==> src/rtl/max_args_ctrl_if.sv <==
// Handshake bundle between the search sequencer and the max-search block.
// The sequencer side (slave) drives the clear strobe and search dimensions
// and watches for the completion flag.
interface max_args_interface;
   logic        reset_max;
   logic [15:0] Ntau;
   logic [15:0] Nf;
   logic        done_max;

   modport slave  (output reset_max, output Ntau, output Nf, input done_max);
   modport master (input reset_max, input Ntau, input Nf, output done_max);
endinterface

==> src/rtl/max_args_ctrl.sv <==
// Search sequencer for the max-search block. It latches a configuration on
// start, holds the search block cleared for RESET_LEN cycles, then supervises
// the run with a saturating cycle counter and an optional timeout. Outcome is
// reported through sticky status flags and a one-cycle irq pulse.
module max_args_ctrl #(
   parameter int unsigned RESET_LEN = 4,
   parameter int unsigned CNT_W     = 32
) (
   input  logic                 clk,
   input  logic                 resetn,
   input  logic                 start,
   input  logic                 abort,
   input  logic [15:0]          cfg_ntau,
   input  logic [15:0]          cfg_nf,
   input  logic [CNT_W-1:0]     cfg_timeout,
   max_args_interface.slave     max_args,
   output logic                 busy,
   output logic                 irq,
   output logic [2:0]           status,
   output logic [CNT_W-1:0]     run_cycles
);

   localparam int unsigned CLR_W = (RESET_LEN > 1) ? $clog2(RESET_LEN) : 1;
   localparam logic [CLR_W-1:0] CLR_LAST = CLR_W'(RESET_LEN - 1);

   // status bit positions: {cfg_err, timeout, done}
   localparam int ST_DONE = 0;
   localparam int ST_TOUT = 1;
   localparam int ST_CERR = 2;

   typedef enum logic [1:0] {
      S_IDLE  = 2'd0,
      S_CLEAR = 2'd1,
      S_RUN   = 2'd2
   } state_t;

   state_t             state_q,      state_d;
   logic [CLR_W-1:0]   clr_cnt_q,    clr_cnt_d;
   logic [15:0]        ntau_q,       ntau_d;
   logic [15:0]        nf_q,         nf_d;
   logic [CNT_W-1:0]   timeout_q,    timeout_d;
   logic [CNT_W-1:0]   run_cycles_q, run_cycles_d;
   logic [2:0]         status_q,     status_d;
   logic               irq_q,        irq_d;

   logic               tout_hit;

   // The timeout fires on the last permitted RUN cycle so that RUN lasts
   // exactly timeout cycles; a zero timeout disables the check entirely.
   assign tout_hit = (timeout_q != '0) && (run_cycles_q == timeout_q - CNT_W'(1));

   // Next-state and datapath decode; abort beats done, done beats timeout.
   always_comb begin
      state_d      = state_q;
      clr_cnt_d    = clr_cnt_q;
      ntau_d       = ntau_q;
      nf_d         = nf_q;
      timeout_d    = timeout_q;
      run_cycles_d = run_cycles_q;
      status_d     = status_q;
      irq_d        = 1'b0;

      case (state_q)
         S_IDLE: begin
            if (start) begin
               status_d = '0;
               ntau_d   = cfg_ntau;
               nf_d     = cfg_nf;
               if ((cfg_ntau == '0) || (cfg_nf == '0)) begin
                  status_d[ST_CERR] = 1'b1;
                  irq_d             = 1'b1;
               end else begin
                  timeout_d    = cfg_timeout;
                  run_cycles_d = '0;
                  clr_cnt_d    = '0;
                  state_d      = S_CLEAR;
               end
            end
         end

         S_CLEAR: begin
            if (abort) begin
               state_d = S_IDLE;
               irq_d   = 1'b1;
            end else if (clr_cnt_q == CLR_LAST) begin
               state_d = S_RUN;
            end else begin
               clr_cnt_d = clr_cnt_q + CLR_W'(1);
            end
         end

         S_RUN: begin
            if (run_cycles_q != '1)
               run_cycles_d = run_cycles_q + CNT_W'(1);
            if (abort) begin
               state_d = S_IDLE;
               irq_d   = 1'b1;
            end else if (max_args.done_max) begin
               status_d[ST_DONE] = 1'b1;
               state_d           = S_IDLE;
               irq_d             = 1'b1;
            end else if (tout_hit) begin
               status_d[ST_TOUT] = 1'b1;
               state_d           = S_IDLE;
               irq_d             = 1'b1;
            end
         end

         default: state_d = S_IDLE;
      endcase
   end

   // State and datapath registers, all async-cleared.
   always_ff @(posedge clk or negedge resetn) begin
      if (!resetn) begin
         state_q      <= S_IDLE;
         clr_cnt_q    <= '0;
         ntau_q       <= '0;
         nf_q         <= '0;
         timeout_q    <= '0;
         run_cycles_q <= '0;
         status_q     <= '0;
         irq_q        <= 1'b0;
      end else begin
         state_q      <= state_d;
         clr_cnt_q    <= clr_cnt_d;
         ntau_q       <= ntau_d;
         nf_q         <= nf_d;
         timeout_q    <= timeout_d;
         run_cycles_q <= run_cycles_d;
         status_q     <= status_d;
         irq_q        <= irq_d;
      end
   end

   // reset_max and busy decode straight from the registered state.
   assign max_args.reset_max = (state_q != S_RUN);
   assign max_args.Ntau      = ntau_q;
   assign max_args.Nf        = nf_q;
   assign busy               = (state_q != S_IDLE);
   assign irq                = irq_q;
   assign status             = status_q;
   assign run_cycles         = run_cycles_q;

endmodule

==> src/flat_wrapper.sv <==
// flat-port wrapper written by rule: the top's interface ports become plain ports
module max_args_ctrl_flat 
#(
   parameter int unsigned RESET_LEN = 4,
   parameter int unsigned CNT_W     = 32
)
  (clk, resetn, start, abort, cfg_ntau, cfg_nf, cfg_timeout, busy, irq, status, run_cycles, max_args_reset_max, max_args_Ntau, max_args_Nf, max_args_done_max);
  max_args_interface max_args_i ();
  input  logic clk;
  input  logic resetn;
  input  logic start;
  input  logic abort;
  input  logic [15:0] cfg_ntau;
  input  logic [15:0] cfg_nf;
  input  logic [CNT_W-1:0] cfg_timeout;
  output logic busy;
  output logic irq;
  output logic [2:0] status;
  output logic [CNT_W-1:0] run_cycles;
  output wire logic [$bits(max_args_i.reset_max)-1:0] max_args_reset_max;
  output wire logic [$bits(max_args_i.Ntau)-1:0] max_args_Ntau;
  output wire logic [$bits(max_args_i.Nf)-1:0] max_args_Nf;
  input wire logic [$bits(max_args_i.done_max)-1:0] max_args_done_max;
  assign max_args_reset_max = max_args_i.reset_max;
  assign max_args_Ntau = max_args_i.Ntau;
  assign max_args_Nf = max_args_i.Nf;
  assign max_args_i.done_max = max_args_done_max;
  max_args_ctrl #(.RESET_LEN(RESET_LEN), .CNT_W(CNT_W)) u_core (.clk(clk), .resetn(resetn), .start(start), .abort(abort), .cfg_ntau(cfg_ntau), .cfg_nf(cfg_nf), .cfg_timeout(cfg_timeout), .max_args(max_args_i), .busy(busy), .irq(irq), .status(status), .run_cycles(run_cycles));
endmodule
==> config.mk <==
export PLATFORM = sky130hd
export DESIGN_NAME = max_args_ctrl_flat
export DESIGN_NICKNAME = d
export VERILOG_FILES = /design/src/rtl/max_args_ctrl_if.sv /design/src/rtl/max_args_ctrl.sv /design/src/flat_wrapper.sv
export SDC_FILE = /design/constraint.sdc
export NUM_CORES = 1
export LEC_CHECK = 0
export ABC_AREA = 0
export BUFFER_PORTS_ARGS = -buffer_cell sky130_fd_sc_hd__buf_2
export CAP_MARGIN = 40
export CORE_MARGIN = 1.5
export CORE_UTILIZATION = 54
export CTS_CLUSTER_DIAMETER = 40
export CTS_CLUSTER_SIZE = 10
export DETAILED_ROUTE_END_ITERATION = 8
export PLACE_DENSITY = 0.81
export SLEW_MARGIN = 20
export SYNTH_ARGS = -nofsm -noshare
export SYNTH_HDL_FRONTEND = slang
export SYNTH_SLANG_ARGS = --single-unit
==> constraint.sdc <==
create_clock -name clk -period 4.1 [get_ports clk]
set_input_delay 0.205 -clock clk [delete_from_list [all_inputs] [get_ports clk]]
set_output_delay 0.205 -clock clk [all_outputs]
set_load 0.05 [all_outputs]
==> results of run 1 <==
==> logic make-up (layout without fill, tap and decap cells) <==
logic type | Yosys count | count (layout)
and+or+nand+nor | 222 | 222
DFF | 104 | 104
xor gates and xnor gates | 67 | 67
muxes | 66 | 66
AOI/OAI and AO/OA | 51 | 51
buffers and inverters | 30 | 170
adders and majority gates | 3 | 3
==> per-stage QoR <==
step | utilization, % | instances | hold slack [ns] | power [mW]
2_1_floorplan | - | 543 | -0.0906 | 2.58
3_3_place_gp | 63.1 | 801 | 0.326 | 2.89
3_5_place_dp | 63.1 | 801 | 0.341 | 2.94
4_1_cts | 65.3 | 818 | 0.0312 | 3.64
5_1_grt | 65.6 | 819 | 0.0452 | 3.81
6_report | 65.6 | 819 | 0.0463 | 3.63
==> flip-flops by register name (all words and copies together) (netlist names) <==
name,flops
u_core.run_cycles,32
u_core.irq,1
u_core.state_q,2
u_core.status,3
u_core.max_args.Ntau,16
u_core.max_args.Nf,16
u_core.timeout_q,32
u_core.clr_cnt_q,2
==> synth_stat cells, types with 3 or more instances <==
| library cell | number | area, µm² |
|---|---|---|
| a21oi_1 | 12 | 60.1 |
| a31oi_1 | 5 | 31.3 |
| and2_1 | 3 | 18.8 |
| and3_1 | 11 | 68.8 |
| and4_1 | 9 | 78.8 |
| clkbuf_1 | 16 | 60.1 |
| dfrtp_1 | 104 | 2600 |
| ha_1 | 3 | 37.5 |
| inv_1 | 7 | 26.3 |
| mux2_2 | 63 | 709 |
| mux2i_1 | 3 | 30.0 |
| nand2_1 | 19 | 71.3 |
| nand2b_1 | 4 | 25.0 |
| nand3_1 | 16 | 80.1 |
| nand3b_1 | 3 | 22.5 |
| nand4_1 | 17 | 106 |
| nand4b_1 | 3 | 26.3 |
| nor2_1 | 61 | 229 |
| nor2b_1 | 6 | 37.5 |
| nor3_1 | 17 | 85.1 |
| nor4_1 | 21 | 131 |
| nor4b_1 | 3 | 26.3 |
| o211ai_1 | 3 | 22.5 |
| o21a_1 | 3 | 22.5 |
| o21ai_0 | 12 | 60.1 |
| o311ai_0 | 3 | 26.3 |
| or2_2 | 4 | 25.0 |
| or3_1 | 6 | 37.5 |
| or4_1 | 6 | 45.0 |
| or4_4 | 3 | 33.8 |
| xnor2_1 | 28 | 245 |
| xor2_1 | 39 | 342 |
==> power groups by stage <==
stage	Clock [mW]	Sequential, mW	Combinational (mW)
after global placement	0	1.53	1.37
after CTS	0.701	1.53	1.41
final	0.688	1.54	1.41
after global routing	0.735	1.58	1.50
after detailed placement	0	1.54	1.40
after floorplan	0	1.90	0.679
==> timing repair <==
item / 4_1_cts / 5_1_grt
hold endpoints to repair: 62 / 0
gates resized for setup: 0 / 0
hold buffers: 1 / 0
==> final cells by class <==
cell class | count | area share, %
Multi-Input combinational cell | 409 | 43.7
Clock buffer | 10 | 2.04
Inverter | 7 | 0.390
Tap cell | 136 | 2.53
Timing Repair Buffer | 147 | 11.6
Clock inverter | 6 | 1.10
Sequential cell | 104 | 38.6
==> worst min-delay path, stage by stage <==
cell and delay [ns]:
buf_2 0.08, nand2_1 0.04, o21ai_0 0.07
==> how the worst max path moves through the flow <==
stage	start	endpoint	slack (ns)	cells past startpoint
global placement	u_core.timeout_q[7]$_DFFE_PN0P_	u_core.state_q[1]$_DFFE_PN0P_	0.87	8
finish	u_core.timeout_q[4]$_DFFE_PN0P_	u_core.state_q[1]$_DFFE_PN0P_	0.73	8
global route	u_core.timeout_q[4]$_DFFE_PN0P_	u_core.state_q[1]$_DFFE_PN0P_	0.57	8
detailed placement	u_core.timeout_q[7]$_DFFE_PN0P_	u_core.state_q[1]$_DFFE_PN0P_	0.76	8
CTS	u_core.timeout_q[4]$_DFFE_PN0P_	u_core.state_q[1]$_DFFE_PN0P_	0.74	8
floorplan	u_core.timeout_q[4]$_DFFE_PN0P_	u_core.state_q[1]$_DFFE_PN0P_	0.94	9
==> layer usage <==
metal / global-route usage (%) / up-vias / wire length (µm)
li1: - / 2248 / -
met1: 35.9 / 2361 / 6320
met2: 43.8 / 195 / 6880
met3: 5.07 / 35 / 930
met4: 10.9 / 0 / 384
met5: 0 / - / 0
==> reports/qor.txt, run 1 <==
Hold path start: cfg_timeout[1]
Wire per inst: 17.7 µm
Setup ws final: 0.732 ns
Fraction of layout cells with a size suffix above 1: 35.4%
Period utilization: 82.2%
Crit-path most repeated cell: or4_4
FP Rows: 37
Ys flop type: dfrtp_1
Post-DP Area: 6490 µm²
Async SR Flop Fraction: 100%
Layout area overhead: 18.6%
Max Slew Vio Count: 0
Post-layout instance area: 6740 µm²
Leakage power: 3.03 nW
Reg-to-reg startpoint: u_core.timeout_q[4]$_DFFE_PN0P_
Most common cell after layout, fill and taps aside: buf_2
Num CTS Buffers: 9
Synthesized area: 5680 µm²
Clk slew on worst S/H paths: 0.10 ns
Critical path cell sequence: or4_2 -> or4_4 -> or4_4 -> o21ai_0 -> nand4b_1 -> nor4_2 -> a211oi_1 -> o21a_1
Initial antenna violation count: 0
I/O pin cnt: 139
Worst rel slew slack: 42.1%
Multi-input gate area: 2940 µm²
Sequential element share of the synthesized area: 45.8%
Hpwl dp: 10700 µm
Pre-CTS WS: 0.759 ns
Status: finished clean
Slowest cell on crit path: or4_2
FMAX: 297 MHz
Number of post-CTS setup repair buffers: 0
CP Class: register to register
R2R cell count: 8
Nets: 750
PortBufs: 138
Clock Power Share: 18.9%
Final Hold Vio Count: 0
Via/cell ratio: 5.91
Vias post-DR: 4839
Crit path max fanout: 8
Pint: 2.10 mW
Fill cell count: 816
Post-synthesis mux area share: 13.0%
DRC: 0
Yosys reg bits: 104
Least-Margin Pin Slew: 0.865 ns
Final WL: 14500 µm
Synth Area in Simple Gates: 21.7%
GRT overflow: 0
Diodes inserted: 0
Number of global-route vias before repair: 4822
CP top delay family: simple AND/OR/NAND/NOR gates
Post-Synthesis Cells: 543
Synth Area in Adders: 0.661%
Most frequent cells in the layout: buf_2 (137), dfrtp_1 (104), mux2_2 (63), nor2_1 (60), xor2_1 (39)
Root Driver: clkbuf_8
Netlist cell types: 57
First-pass GRT wire length: 23600 µm
Crit Reg-Reg Endpoint: u_core.state_q[1]$_DFFE_PN0P_
Post-Synth XOR/XNOR Area: 10.3%
Hold path depth: 3
CP arrival: 3.64 ns
Clock sink total: 104
Die W: 106 µm
CTS tree: built
Minimum clock period: 3.37 ns
Worst Hold End: u_core.timeout_q[1]$_DFFE_PN0P_
Initial DRC Count: 310
Min-Delay Path Class: input pin to register
H-Tree Depth: 3
Reg2Reg Setup Slack: 0.73 ns
Core area: 10300 µm²
Tot GR Track Use: 27.0%
Pwr/cell area: 539 nW/µm²
Layout Skew: 0.00964 ns
Setup violators final: 0
NetSw: 1.54 mW
Clk_lat worst skew: 0.38 ns
Largest family of logic cells by synthesized area: simple AND/OR/NAND/NOR gates
MaxCap Viol Count: 0
Die Ht: 106 µm
Die Footprint: 11100 µm²
Initial core utilization: 55.3%
Setup crit start kind: register
CTS max path bufs: 2
CP max stage delay: 0.71 ns
Largest net degree at the start of global routing: 66
Buf/Inv on CP: 0
CP required: 4.38 ns
Ys Warns: 0
Final Wtd Congestion: 0.928
TritonRoute pass-1 iters: 5
IR drop worst, VDD: 412 µV
Register area: 2600 µm²
Seq pwr share: 42.4%
Remaining antenna violation count after routing: 0
Net Sw Frac: 42.3%
Post-synth EDFFs: 0
Setup tns final: 0 ns
Combinational power share: 38.7%
Average size of a mapped cell: 10.5 µm²
RSZ-0062 raised after global routing: false
Crit. End Element: register
Compound-Gate Fraction of Synth Area: 5.94%
Syn Nets: 615
Note: power is estimated with default switching activity, not from simulation.
==> run 2, diff against run 1 <==
==> constraint.sdc (replaced) <==
create_clock -name clk -period 3.3 [get_ports clk]
set_input_delay 0.165 -clock clk [delete_from_list [all_inputs] [get_ports clk]]
set_output_delay 0.165 -clock clk [all_outputs]
set_load 0.05 [all_outputs]
==> reports/qor.txt, run 2 (same netlist as run 1, synthesis figures left out) <==
MaxCap Viol Count: 0 (unchanged)
CP Class: register to register
Non-Filler Instances: 846 (+3.3%)
NetSw: 1.91 mW (+24%)
Number of global-route vias before repair: 4988 (+3.4%)
RSZ-0062 raised after global routing: false
Minimum hold slack: 0.0164 ns (-0.0298 ns)
Fraction of layout cells with a size suffix above 1: 35.8% (+0.34 points)
Worst rel slew slack: 49.7% (+7.6 points)
Root Driver: clkbuf_8
Tot GR Track Use: 28.1% (+1.1 points)
Setup violators final: 0 (unchanged)
Final Wtd Congestion: 0.924 (-0.40%)
Clk slew on worst S/H paths: 0.10 ns (about the same)
Least-Margin Pin Slew: 0.755 ns (-0.111 ns)
Layout Skew: 0.0142 ns (+0.00460 ns)
Multi-input gate area: 2970 µm² (+0.72%)
Max Slew Vio Count: 0 (unchanged)
Leakage power: 3.15 nW (+4.0%)
Reg2Reg Setup Slack: 0.12 ns (-0.61 ns)
Remaining antenna violation count after routing: 0 (unchanged)
Fill cell count: 826 (+1.2%)
Hpwl dp: 11100 µm (+3.9%)
Die Ht: 106 µm (unchanged)
GRT overflow: 0 (unchanged)
Wire per inst: 17.8 µm (+0.42%)
Register area: 2600 µm² (unchanged)
Post-layout instance area: 6980 µm² (+3.5%)
Via/cell ratio: 5.85 (-0.91%)
Setup crit start kind: register
Reg-to-reg startpoint: u_core.timeout_q[13]$_DFFE_PN0P_
Critical path cell sequence: or4_4 -> or4_4 -> or4_4 -> or4_4 -> a21oi_2 -> a21o_2 -> a211oi_1 -> o21a_1
Setup tns final: 0 ns (unchanged)
Core area: 10300 µm² (unchanged)
CTS tree: built
Minimum clock period: 3.18 ns (-0.190 ns)
Crit Reg-Reg Endpoint: u_core.state_q[1]$_DFFE_PN0P_
Combinational power share: 40.6% (+1.9 points)
PortBufs: 138 (unchanged)
Pwr/cell area: 652 nW/µm² (+21%)
Vias post-DR: 4953 (+2.4%)
Placed cells: 813 (+1.5%)
Status: finished clean
CTS max path bufs: 2 (unchanged)
Layout area overhead: 22.7%
FMAX: 315 MHz (+6.0%)
Net Sw Frac: 42.1% (-0.25 points)
Final Hold Vio Count: 0 (unchanged)
H-Tree Depth: 3 (unchanged)
Min-Delay Path Class: input pin to register
CP max stage delay: 0.55 ns (-0.16 ns)
Util after Layout: 67.9% (+2.3 points)
Pint: 2.63 mW (+26%)
Hold path start: cfg_timeout[31]
Most common cell after layout, fill and taps aside: buf_2
Worst Hold End: u_core.timeout_q[31]$_DFFE_PN0P_
R2R cell count: 8 (unchanged)
FP Rows: 37 (unchanged)
Num CTS Buffers: 9 (unchanged)
Initial core utilization: 55.3% (unchanged)
I/O pin cnt: 139 (unchanged)
First-pass GRT wire length: 24400 µm (+3.4%)
Crit-path most repeated cell: or4_4
Nets: 777 (+3.6%)
Clock Power Share: 17.8% (-1.1 points)
Die W: 106 µm (unchanged)
Largest net degree at the start of global routing: 66 (unchanged)
Diodes inserted: 0 (unchanged)
CP required: 3.59 ns (-0.79 ns)
Crit. End Element: register
Setup ws final: 0.122 ns (-0.610 ns)
Crit path max fanout: 4 (-4)
Pre-CTS WS: 0.00377 ns (-0.756 ns)
Initial DRC Count: 291 (-6.1%)
Clock sink total: 104 (unchanged)
Hold path depth: 2 (-1)
Post-DP Area: 6590 µm² (+1.6%)
TritonRoute pass-1 iters: 6 (+1)
Slowest cell on crit path: or4_4
IR drop worst, VDD: 739 µV (+79%)
Most frequent cells in the layout: buf_2 (137), dfrtp_1 (104), mux2_2 (63), nor2_1 (60), xor2_1 (39)
Period utilization: 96.3% (+14 points)
CP arrival: 3.46 ns (-0.18 ns)
Final WL: 15100 µm (+3.7%)
Seq pwr share: 41.6% (-0.8 points)
Initial antenna violation count: 0 (unchanged)
Tot Pwr: 4.55 mW (+25%)
Clk_lat worst skew: 0.38 ns (about the same)
DRC: 0 (unchanged)
Die Footprint: 11100 µm² (unchanged)
run 2: changes by cell type in the layout (fill, tap and decap cells not counted), sizes merged:
cell         delta
clkinvlp        +1
dlygate4sd3    +15
clkinv          -1
buf            +12
inv             -1
clkbuf          +1
run 2: repair_timing:
item                                    in CTS  in global routing
hold buffers                                15                  1
endpoints found under the hold margin       73                  1
gates resized for setup                      1                  5
pin swaps                                    0                  2
endpoints found under the setup margin       1                  1
buffers inserted                             0                  1
run 2: worst max path at each step:
stage	start	endpoint
2_1_floorplan	u_core.timeout_q[4]$_DFFE_PN0P_	u_core.state_q[1]$_DFFE_PN0P_
3_3_place_gp	u_core.timeout_q[13]$_DFFE_PN0P_	u_core.state_q[1]$_DFFE_PN0P_
3_5_place_dp	u_core.timeout_q[13]$_DFFE_PN0P_	u_core.state_q[1]$_DFFE_PN0P_
4_1_cts	u_core.timeout_q[13]$_DFFE_PN0P_	u_core.state_q[1]$_DFFE_PN0P_
5_1_grt	u_core.timeout_q[13]$_DFFE_PN0P_	u_core.state_q[1]$_DFFE_PN0P_
6_report	u_core.timeout_q[13]$_DFFE_PN0P_	u_core.state_q[1]$_DFFE_PN0P_
run 2: power groups by stage:
stage               clock (mW)  sequential (mW)  combinational, mW
floorplan                    0             2.36              0.843
global placement             0             1.88               1.78
detailed placement           0             1.90               1.82
CTS                      0.838             1.88               1.84
global route             0.876             1.93               1.97
finish                   0.809             1.89               1.85
run 2: area by class of cell:
type | instances | share of cell area [%]
tap | 136 | 2.44
clock buffer | 11 | 1.88
clock inverter | 5 | 0.915
inverter | 7 | 0.377
multi-input combinational | 409 | 42.5
sequential | 104 | 37.3
timing repair buffer | 174 | 14.6
run 2: worst max-delay path: cells and delay by family (launching register included):
| family | cells | cell delay, ns |
|---|---|---|
| and+or+nand+nor | 4 | 2.13 |
| AOI/OAI and AO/OA | 4 | 0.51 |
| DFF | 1 | 0.42 |
run 2: metal layers:
metal / part of all wire (%) / GRT usage [%]
met1: 41 / 35.9
met2: 50 / 47.8
met3: 7.4 / 7.05
met4: 1.7 / 7.72
met5: 0 / 0
==> run 3, diff against run 2 <==
--- a/config.mk
+++ b/config.mk
@@ -13,6 +13,7 @@
 export CTS_CLUSTER_DIAMETER = 40
 export CTS_CLUSTER_SIZE = 10
 export DETAILED_ROUTE_END_ITERATION = 8
+export HOLD_SLACK_MARGIN = 0.12
 export PLACE_DENSITY = 0.81
 export SLEW_MARGIN = 20
 export SYNTH_ARGS = -nofsm -noshare
==> reports/qor.txt, run 3 (same netlist as run 1, synthesis figures left out) <==
Worst Hold End: u_core.status[1]$_DFFE_PN0P_
Reg-to-reg startpoint: u_core.timeout_q[13]$_DFFE_PN0P_
Leakage power: 3.36 nW (+6.8%)
Least-Margin Pin Slew: 0.758 ns (+0.00294 ns)
CP arrival: 3.49 ns (+0.03 ns)
Setup tns final: 0 ns (unchanged)
Crit path max fanout: 4 (unchanged)
Wire per inst: 18.0 µm (+1.2%)
Largest net degree at the start of global routing: 66 (unchanged)
I/O pin cnt: 139 (unchanged)
Number of global-route vias before repair: 5322 (+6.7%)
MaxCap Viol Count: 0 (unchanged)
Clock Power Share: 17.6% (-0.2 points)
Net Sw Frac: 42.0% (-0.050 points)
Final WL: 16200 µm (+7.3%)
Tot GR Track Use: 30.0% (+1.8 points)
Num CTS Buffers: 9 (unchanged)
Minimum hold slack: 0.190 ns (+0.174 ns)
CP required: 3.59 ns (about the same)
PortBufs: 138 (unchanged)
Min-Delay Path Class: input pin to register
Period utilization: 97.0% (+0.65 points)
Pwr/cell area: 616 nW/µm² (-5.5%)
Diodes inserted: 0 (unchanged)
RSZ-0062 raised after global routing: false
Crit. End Element: register
Nets: 828 (+6.6%)
Layout Skew: 0.0149 ns (+0.000623 ns)
FMAX: 313 MHz (-0.67%)
CTS tree: built
Initial core utilization: 55.3% (unchanged)
Pint: 2.67 mW (+1.5%)
FP Rows: 37 (unchanged)
Clock sink total: 104 (unchanged)
Combinational power share: 41.3% (+0.7 points)
Most frequent cells in the layout: buf_2 (137), dfrtp_1 (104), dlygate4sd3_1 (67), mux2_2 (63), nor2_1 (60)
Fraction of layout cells with a size suffix above 1: 33.4% (-2.4 points)
Die Footprint: 11100 µm² (unchanged)
DRC: 0 (unchanged)
Clk slew on worst S/H paths: 0.10 ns (about the same)
Hpwl dp: 11100 µm (unchanged)
CP Class: register to register
Worst rel slew slack: 49.5% (-0.20 points)
Die W: 106 µm (unchanged)
Crit Reg-Reg Endpoint: u_core.state_q[1]$_DFFE_PN0P_
Remaining antenna violation count after routing: 0 (unchanged)
Max Slew Vio Count: 0 (unchanged)
Status: finished clean
First-pass GRT wire length: 25900 µm (+6.3%)
Setup violators final: 0 (unchanged)
Reg2Reg Setup Slack: 0.10 ns (-0.02 ns)
Core area: 10300 µm² (unchanged)
GRT overflow: 0 (unchanged)
R2R cell count: 8 (unchanged)
Initial antenna violation count: 0 (unchanged)
Die Ht: 106 µm (unchanged)
TritonRoute pass-1 iters: 5 (-1)
Most common cell after layout, fill and taps aside: buf_2
IR drop worst, VDD: 680 µV (-8.0%)
Initial DRC Count: 329 (+13%)
Seq pwr share: 41.1% (-0.5 points)
Root Driver: clkbuf_8
Hold path start: start
Vias post-DR: 5158 (+4.1%)
Via/cell ratio: 5.75 (-1.8%)
Final Hold Vio Count: 0 (unchanged)
Hold path depth: 4 (+2)
Layout area overhead: 31.7%
CTS max path bufs: 2 (unchanged)
Clk_lat worst skew: 0.39 ns (about the same)
Setup crit start kind: register
NetSw: 1.94 mW (+1.3%)
Minimum clock period: 3.20 ns (+0.0215 ns)
H-Tree Depth: 3 (unchanged)
Final Wtd Congestion: 0.924 (unchanged)
[run 3: cell types whose count changed in the layout (fill, tap and decap cells not counted)]
| cell | delta |
|---|---|
| dlygate4sd3_1 | +51 |
[run 3: what timing repair did]
action	CTS	global route
endpoints found under the setup margin	1	1
gates cloned	0	0
hold buffers	67	0
buffers inserted	0	1
gates resized for setup	1	5
pin swaps	0	2
endpoints found under the hold margin	126	0
[run 3: stage by stage]
stage | instance area, µm² | util [%] | total power [mW] | worst slack (ns) | cells
after global placement | 6590 | 64.1 | 3.65 | 0.121 | 813
after global routing | 7490 | 72.8 | 4.84 | 0.0290 | 897
after detailed placement | 6590 | 64.1 | 3.72 | 0.00377 | 813
final | 7490 | 72.8 | 4.61 | 0.100 | 897
after CTS | 7470 | 72.6 | 4.61 | 0.0357 | 896
after floorplan | 5680 | - | 3.20 | 0.143 | 543
[run 3: area by class of cell]
| class | count | area, µm² |
|---|---|---|
| Clock buffer | 11 | 131 |
| Clock inverter | 5 | 63.8 |
| Fill cell | 748 | 2790 |
| Inverter | 7 | 26.3 |
| Multi-Input combinational cell | 409 | 2970 |
| Sequential cell | 104 | 2600 |
| Tap cell | 136 | 170 |
| Timing Repair Buffer | 225 | 1530 |
[run 3: worst max path at each step]
stage,from,endpoint
floorplan,u_core.timeout_q[4]$_DFFE_PN0P_,u_core.state_q[1]$_DFFE_PN0P_
global placement,u_core.timeout_q[13]$_DFFE_PN0P_,u_core.state_q[1]$_DFFE_PN0P_
detailed placement,u_core.timeout_q[13]$_DFFE_PN0P_,u_core.state_q[1]$_DFFE_PN0P_
CTS,u_core.timeout_q[13]$_DFFE_PN0P_,u_core.state_q[1]$_DFFE_PN0P_
global route,u_core.timeout_q[13]$_DFFE_PN0P_,u_core.state_q[1]$_DFFE_PN0P_
finish,u_core.timeout_q[13]$_DFFE_PN0P_,u_core.state_q[1]$_DFFE_PN0P_
[run 3: worst max-delay path: stages, from the launching register on]
cell,delay [ns]
dfrtp_1,0.43
or4_4,0.55
or4_4,0.55
or4_4,0.53
or4_4,0.50
a21oi_2,0.14
a21o_2,0.13
a211oi_1,0.08
o21a_1,0.18
[run 3: power groups by stage]
stage | clock network (mW) | logic, mW | registers [mW]
final | 0.811 | 1.91 | 1.90
after detailed placement | 0 | 1.82 | 1.90
after CTS | 0.838 | 1.89 | 1.88
after floorplan | 0 | 0.843 | 2.36
after global routing | 0.876 | 2.03 | 1.94
after global placement | 0 | 1.78 | 1.88
[run 3: layer usage]
metal,up-vias,global-route usage (%),wire length (µm)
met4,0,8.40,321
met1,2532,37.5,6790
li1,2396,-,-
met3,30,7.85,1030
met2,200,51.3,8020
met5,-,0,0
